===== src/rtl/sap_pkg.sv =====
// -----------------------------------------------------------------------------
// sap_pkg
// Shared SAP definitions: bus and RAM address widths, and the program loader's
// state encoding.
// -----------------------------------------------------------------------------
package sap_pkg;

  localparam int BUS_W      = 8;
  localparam int RAM_ADDR_W = 4;

  // Program loader sequencer states. VERIFY is only reachable when the
  // readback feature is built in.
  typedef enum logic [2:0] {
    LD_IDLE   = 3'd0,
    LD_WAIT   = 3'd1,
    LD_ADDR   = 3'd2,
    LD_DATA   = 3'd3,
    LD_VERIFY = 3'd4,
    LD_NEXT   = 3'd5,
    LD_DONE   = 3'd6
  } loader_state_t;

  // The loader owns the bus and stalls the core in every state except IDLE.
  function automatic logic loader_active(input loader_state_t st);
    return (st != LD_IDLE);
  endfunction

endpackage


===== src/rtl/program_loader.sv =====
// -----------------------------------------------------------------------------
// program_loader
// Bus-mastering sequencer that copies a DEPTH-byte program image from a
// valid/ready byte stream into RAM over the shared bus before the CPU runs.
// For each byte it puts the address on the bus with a mar_load strobe, then
// the data byte with a ram_write strobe. The core is held off the bus
// (cpu_hold) for the whole run.
//
// Build option: define LOAD_VERIFY_EN to add a VERIFY state after each write
// that reads the byte back (ram_read) and raises a sticky verify_err on a
// mismatch. Without it ram_read and verify_err are tied low and bus_in is
// unused.
//
// Ports:
//   clk, rst          clock (rising edge), asynchronous active-high reset
//   start             begins a run when sampled high in IDLE
//   in_valid/in_data  byte stream input; in_ready high only in WAIT
//   bus_out/bus_oe    value driven onto the shared bus and its enable
//   bus_in            bus readback (verify only)
//   mar_load          MAR load strobe
//   ram_write         RAM write strobe
//   ram_read          RAM read strobe (verify only)
//   cpu_hold, busy    high for the whole run (every state but IDLE)
//   done              one-cycle pulse at the end of the run
//   load_addr         address of the byte being handled
//   verify_err        sticky readback mismatch flag
// All outputs are decoded from registered state only.
// -----------------------------------------------------------------------------
module program_loader
  import sap_pkg::*;
#(
  parameter int ADDR_W = RAM_ADDR_W,
  parameter int DATA_W = BUS_W,
  parameter int DEPTH  = 16
) (
  input  logic              clk,
  input  logic              rst,
  input  logic              start,
  input  logic              in_valid,
  input  logic [DATA_W-1:0] in_data,
  output logic              in_ready,
  output logic [DATA_W-1:0] bus_out,
  output logic              bus_oe,
  input  logic [DATA_W-1:0] bus_in,
  output logic              mar_load,
  output logic              ram_write,
  output logic              ram_read,
  output logic              cpu_hold,
  output logic              busy,
  output logic              done,
  output logic [ADDR_W-1:0] load_addr,
  output logic              verify_err
);

  localparam logic [ADDR_W-1:0] LAST_ADDR = ADDR_W'(DEPTH - 1);

  loader_state_t     state_r, state_s;
  logic [ADDR_W-1:0] addr_r, addr_s;
  logic [DATA_W-1:0] data_r, data_s;
  logic              verify_err_r, verify_err_s;

  // State, address counter, latched byte and sticky error registers
  always_ff @(posedge clk or posedge rst) begin
    if (rst) begin
      state_r      <= LD_IDLE;
      addr_r       <= '0;
      data_r       <= '0;
      verify_err_r <= 1'b0;
    end else begin
      state_r      <= state_s;
      addr_r       <= addr_s;
      data_r       <= data_s;
      verify_err_r <= verify_err_s;
    end
  end

  // Next-state and datapath update
  always_comb begin
    state_s      = state_r;
    addr_s       = addr_r;
    data_s       = data_r;
    verify_err_s = verify_err_r;
    case (state_r)
      LD_IDLE: begin
        if (start) begin
          state_s      = LD_WAIT;
          addr_s       = '0;
          verify_err_s = 1'b0;
        end else begin
          state_s = LD_IDLE;
        end
      end
      LD_WAIT: begin
        // in_ready is high throughout WAIT, so in_valid alone completes the handshake
        if (in_valid) begin
          data_s  = in_data;
          state_s = LD_ADDR;
        end else begin
          state_s = LD_WAIT;
        end
      end
      LD_ADDR: state_s = LD_DATA;
`ifdef LOAD_VERIFY_EN
      LD_DATA: state_s = LD_VERIFY;
      LD_VERIFY: begin
        if (bus_in != data_r) begin
          verify_err_s = 1'b1;
        end else begin
          verify_err_s = verify_err_r;
        end
        state_s = LD_NEXT;
      end
`else
      LD_DATA: state_s = LD_NEXT;
      // Unreachable without readback; recover to a safe idle
      LD_VERIFY: begin
        state_s = LD_IDLE;
        addr_s  = '0;
      end
`endif
      LD_NEXT: begin
        // The counter stops at the last address; the run never wraps
        if (addr_r == LAST_ADDR) begin
          state_s = LD_DONE;
        end else begin
          addr_s  = addr_r + ADDR_W'(1);
          state_s = LD_WAIT;
        end
      end
      LD_DONE: begin
        addr_s  = '0;
        state_s = LD_IDLE;
      end
      default: begin
        state_s = LD_IDLE;
        addr_s  = '0;
      end
    endcase
  end

  // Moore output decode from the state register
  always_comb begin
    in_ready  = 1'b0;
    bus_oe    = 1'b0;
    bus_out   = '0;
    mar_load  = 1'b0;
    ram_write = 1'b0;
    ram_read  = 1'b0;
    done      = 1'b0;
    case (state_r)
      LD_IDLE: begin
      end
      LD_WAIT: in_ready = 1'b1;
      LD_ADDR: begin
        bus_oe   = 1'b1;
        bus_out  = DATA_W'(addr_r);
        mar_load = 1'b1;
      end
      LD_DATA: begin
        bus_oe    = 1'b1;
        bus_out   = data_r;
        ram_write = 1'b1;
      end
      LD_VERIFY: begin
`ifdef LOAD_VERIFY_EN
        // Bus released so RAM can drive the readback
        ram_read = 1'b1;
`endif
      end
      LD_NEXT: begin
      end
      LD_DONE: done = 1'b1;
      default: begin
      end
    endcase
  end

  assign busy      = loader_active(state_r);
  assign cpu_hold  = loader_active(state_r);
  assign load_addr = addr_r;

`ifdef LOAD_VERIFY_EN
  assign verify_err = verify_err_r;
`else
  logic unused_bus_in_s;
  assign unused_bus_in_s = ^{bus_in, verify_err_r};
  assign verify_err      = 1'b0;
`endif

endmodule


===== config.mk =====
export PLATFORM = sky130hd
export DESIGN_NAME = program_loader
export DESIGN_NICKNAME = d
export VERILOG_FILES = /design/src/rtl/sap_pkg.sv /design/src/rtl/program_loader.sv
export SDC_FILE = /design/constraint.sdc
export NUM_CORES = 1
export LEC_CHECK = 0
export CORE_ASPECT_RATIO = 2
export CORE_MARGIN = 5
export CORE_UTILIZATION = 32
export CTS_CLUSTER_SIZE = 8
export DETAILED_ROUTE_END_ITERATION = 7
export DONT_BUFFER_PORTS = 1
export GPL_ROUTABILITY_DRIVEN = 0
export PLACE_DENSITY_LB_ADDON = 0.25
export SLEW_MARGIN = 0
export SYNTH_ARGS = -nofsm -noshare
export SYNTH_HDL_FRONTEND = slang
export SYNTH_SLANG_ARGS = --single-unit
export TNS_END_PERCENT = 10

===== constraint.sdc =====
create_clock -name clk -period 1.9 [get_ports clk]
set_clock_uncertainty 0.1 [all_clocks]
set_input_delay 0.095 -clock clk [delete_from_list [all_inputs] [get_ports clk]]
set_output_delay 0.095 -clock clk [all_outputs]
set_load 0.1 [all_outputs]

==> impl_metrics.toml <==
[final_layout]
register_area_um2 = 377
diodes_inserted = 0
post-route-util_pct = 52.0
drive_above_1_share_pct = 45.9
synthToLayoutAreaGrowth_pct = 58.0
nNetsFinal = 133
layout.cell_area.non_filler_um2 = 1320
multi_input_area_um2 = 440
n_fill_cell = 221

[sta]
final.period_utilization_pct = 92.1
max_slew.worst_pin.slew_ns = 0.590
maxClockFrequency_mhz = 571
drv_slew = 0
timing.max_slew.rel_slack_pct = 60.6
setup_repair_after_global_routing_missed_its_margin = "false"
final-hold-violation-count = 0
setup-violations-final = 0
finalWorstPathRequiredPeriod_ns = 1.75
layout_setup_ws_ns = 0.150

[cts]
cts_htree_levels = 1
cts_made_buffers = 3
worstSkewPairLatency_ns = 0.25
clock_tree.root_cell = "clkbuf_8"
ctsLongestPathBuffers = 2
post_cts_setup_bufs = 0
cts.reportedPaths.clkPinSlew_ns = 0.06
tritoncts_clock_tree = "yes"
tritoncts_num_sinks = 15

[placed_design]
dpl.hpwl_um = 1660
placement.setup.worst_slack_ns = 0.300
numPortBuffers = 0
placedInstanceArea_um2 = 1160

[drt]
drt-pass1-iter-count = 4
drt-vias-per-instance = 5.11
detailedRoute.firstIterationViolations = 10
drt-wirelength-per-cell_um = 15.4
drt_drc_violations_left = 0
vias = 710
drtAntennaViolNets = 0
final_wirelength_um = 2140

[status]
run_status = "completed"

[synthesis]
yosysWarnings = 0
ys_top_cells_by_area = "dfrtp_1, mux2_2, mux2i_1"
synth-seq-cells = 15
synth_fa_ha_area_share_pct = 1.50
yosys.area.top_type_share_pct = 45.0
ys_seq_area_share_pct = 45.0
netlist.top_cell.by_area = "dfrtp_1"
synth-compound-area-share_pct = 10.5
postSynth.topFlopCell = "dfrtp_1"
synth.mux.area_fraction_pct = 16.8
mappedNetlistArea_um2 = 835
largest_family_of_logic_cells_by_synthesized_area = "simple AND/OR/NAND/NOR gates"
most_frequent_cell_after_synthesis = "dfrtp_1"
synth_simple_gate_area_share_pct = 19.6
async_flop_share_pct = 100
synthesis.instances = 80
synth-edff-count = 0
synth_xor_xnor_area_share_pct = 0
ys_top_cells_by_count = "dfrtp_1, mux2_2, nor2_1, a21oi_1, mux2i_1"
synthesis.area_per_instance_um2 = 10.4
post_synth_num_cell_types = 30

[critical_path]
cp-start-kind = "flop"
crit_path_top_delay_cell = "or3_2"
end_kind = "output pin"
ff2ff_setup_slack_ns = 0.29
max_stage_delay_ns = 0.49
worst_path_required_time_ns = 1.70
path_cells = "buf_4, or3_2, buf_12"
worst-path-max-fanout = 11
worst-r2r-cell-count = 4
critical_path_arrival_ns = 1.56
worstReg2RegStart = "state_r[1]"
r2r-end = "data_r[7]"
path_class = "reg2out"

[worst_hold_path]
min-delay-start = "in_valid"
whs_endpoint = "state_r[0]"
min-delay-path-class = "in2reg"
hold_depth = 3

[floorplanning]
coreArea_um2 = 2540
die_h_um = 82.2
floorplan.initialDensity_pct = 32.9
die-area_um2 = 3790
placement_rows = 26
floorplan.io_pins = 41
die_w_um = 46.1

[global_routing]
grt_max_degree = 16
gr-total-overflow = 0
vias_in_the_first_global_route = 755
grt_pass1_wl_um = 3480
global_route_usage_sum_pct = 12.7
grt_antenna_before_repair = 0

[run]
cap_violations = 0
-- metrics by stage --
step                      hold WS, ns  setup TNS (ns)  std cells
after detailed placement      -0.0199               0        124
after global placement        -0.0183               0        124
after floorplan                -0.104           -2.29         81
after global routing           0.0731               0        139
final                          0.0477               0        139
after CTS                      0.0476               0        139
-- worst max-delay path by stage --
stage                 endpoint  slack [ns]          from  cells past startpoint
CTS                 bus_out[2]        0.08    state_r[2]                      4
floorplan           bus_out[3]       -0.28  load_addr[3]                      2
finish                cpu_hold        0.15    state_r[0]                      3
detailed placement   data_r[7]        0.30    state_r[1]                      4
global route        bus_out[2]        0.08    state_r[2]                      4
global placement     data_r[1]        0.31    state_r[1]                      4
-- cell usage in the layout (no fill, tap or decap), types with 2 or more instances in the layout --
master         netlist  routed
inv_1                4       4
nor2_2               0       6
o22ai_1              4       4
clkbuf_8             0       3
mux2_2               8       8
conb_1               1       2
and2_2               0       4
mux2i_1              5       5
dfrtp_1             15      14
and3_1               3       3
a21oi_1              5       5
dlygate4sd3_1        0      11
buf_12               0      11
buf_4                3      10
-- area by class of cell --
type                            instances  share of cell area [%]
Tap cell                               28                    2.66
Multi-Input combinational cell         56                    33.4
Sequential cell                        15                    28.6
Timing Repair Buffer                   32                    30.7
Inverter                                4                    1.14
Clock buffer                            3                    3.13
Clock inverter                          1                   0.380
-- per-layer routing --
layer / track usage, % / part of all wire (%)
met1: 12.9 / 35
met2: 23.5 / 58
met3: 3.04 / 6.3
met4: 5.13 / 0.94
met5: 0 / 0
-- kinds of logic after synthesis --
logic type | count (synthesis)
adders and majority gates | 1
muxes | 13
and+or+nand+nor | 26
DFF | 15
other | 1
buffers and inverters | 10
AOI/OAI and AO/OA | 14
-- sequential cells by signal, indices dropped and copies added, names as in the netlist --
name and flops:
load_addr 4, data_r 8, state_r 3
-- repair_timing --
item | CTS | global route
endpoints found under the setup margin | 0 | 2
resized for setup | 0 | 1
hold endpoints to repair | 25 | 0
hold buffers | 11 | 0
-- critical path, delay by kind of cell (launching register included) --
family	cells	cell delay, ns
AND/OR/NAND/NOR	1	0.49
flip-flops	1	0.40
buffers and inverters	2	0.42
Power is not shown: default switching activity piles up to over one toggle a cycle in this logic, so the estimate is an artifact.
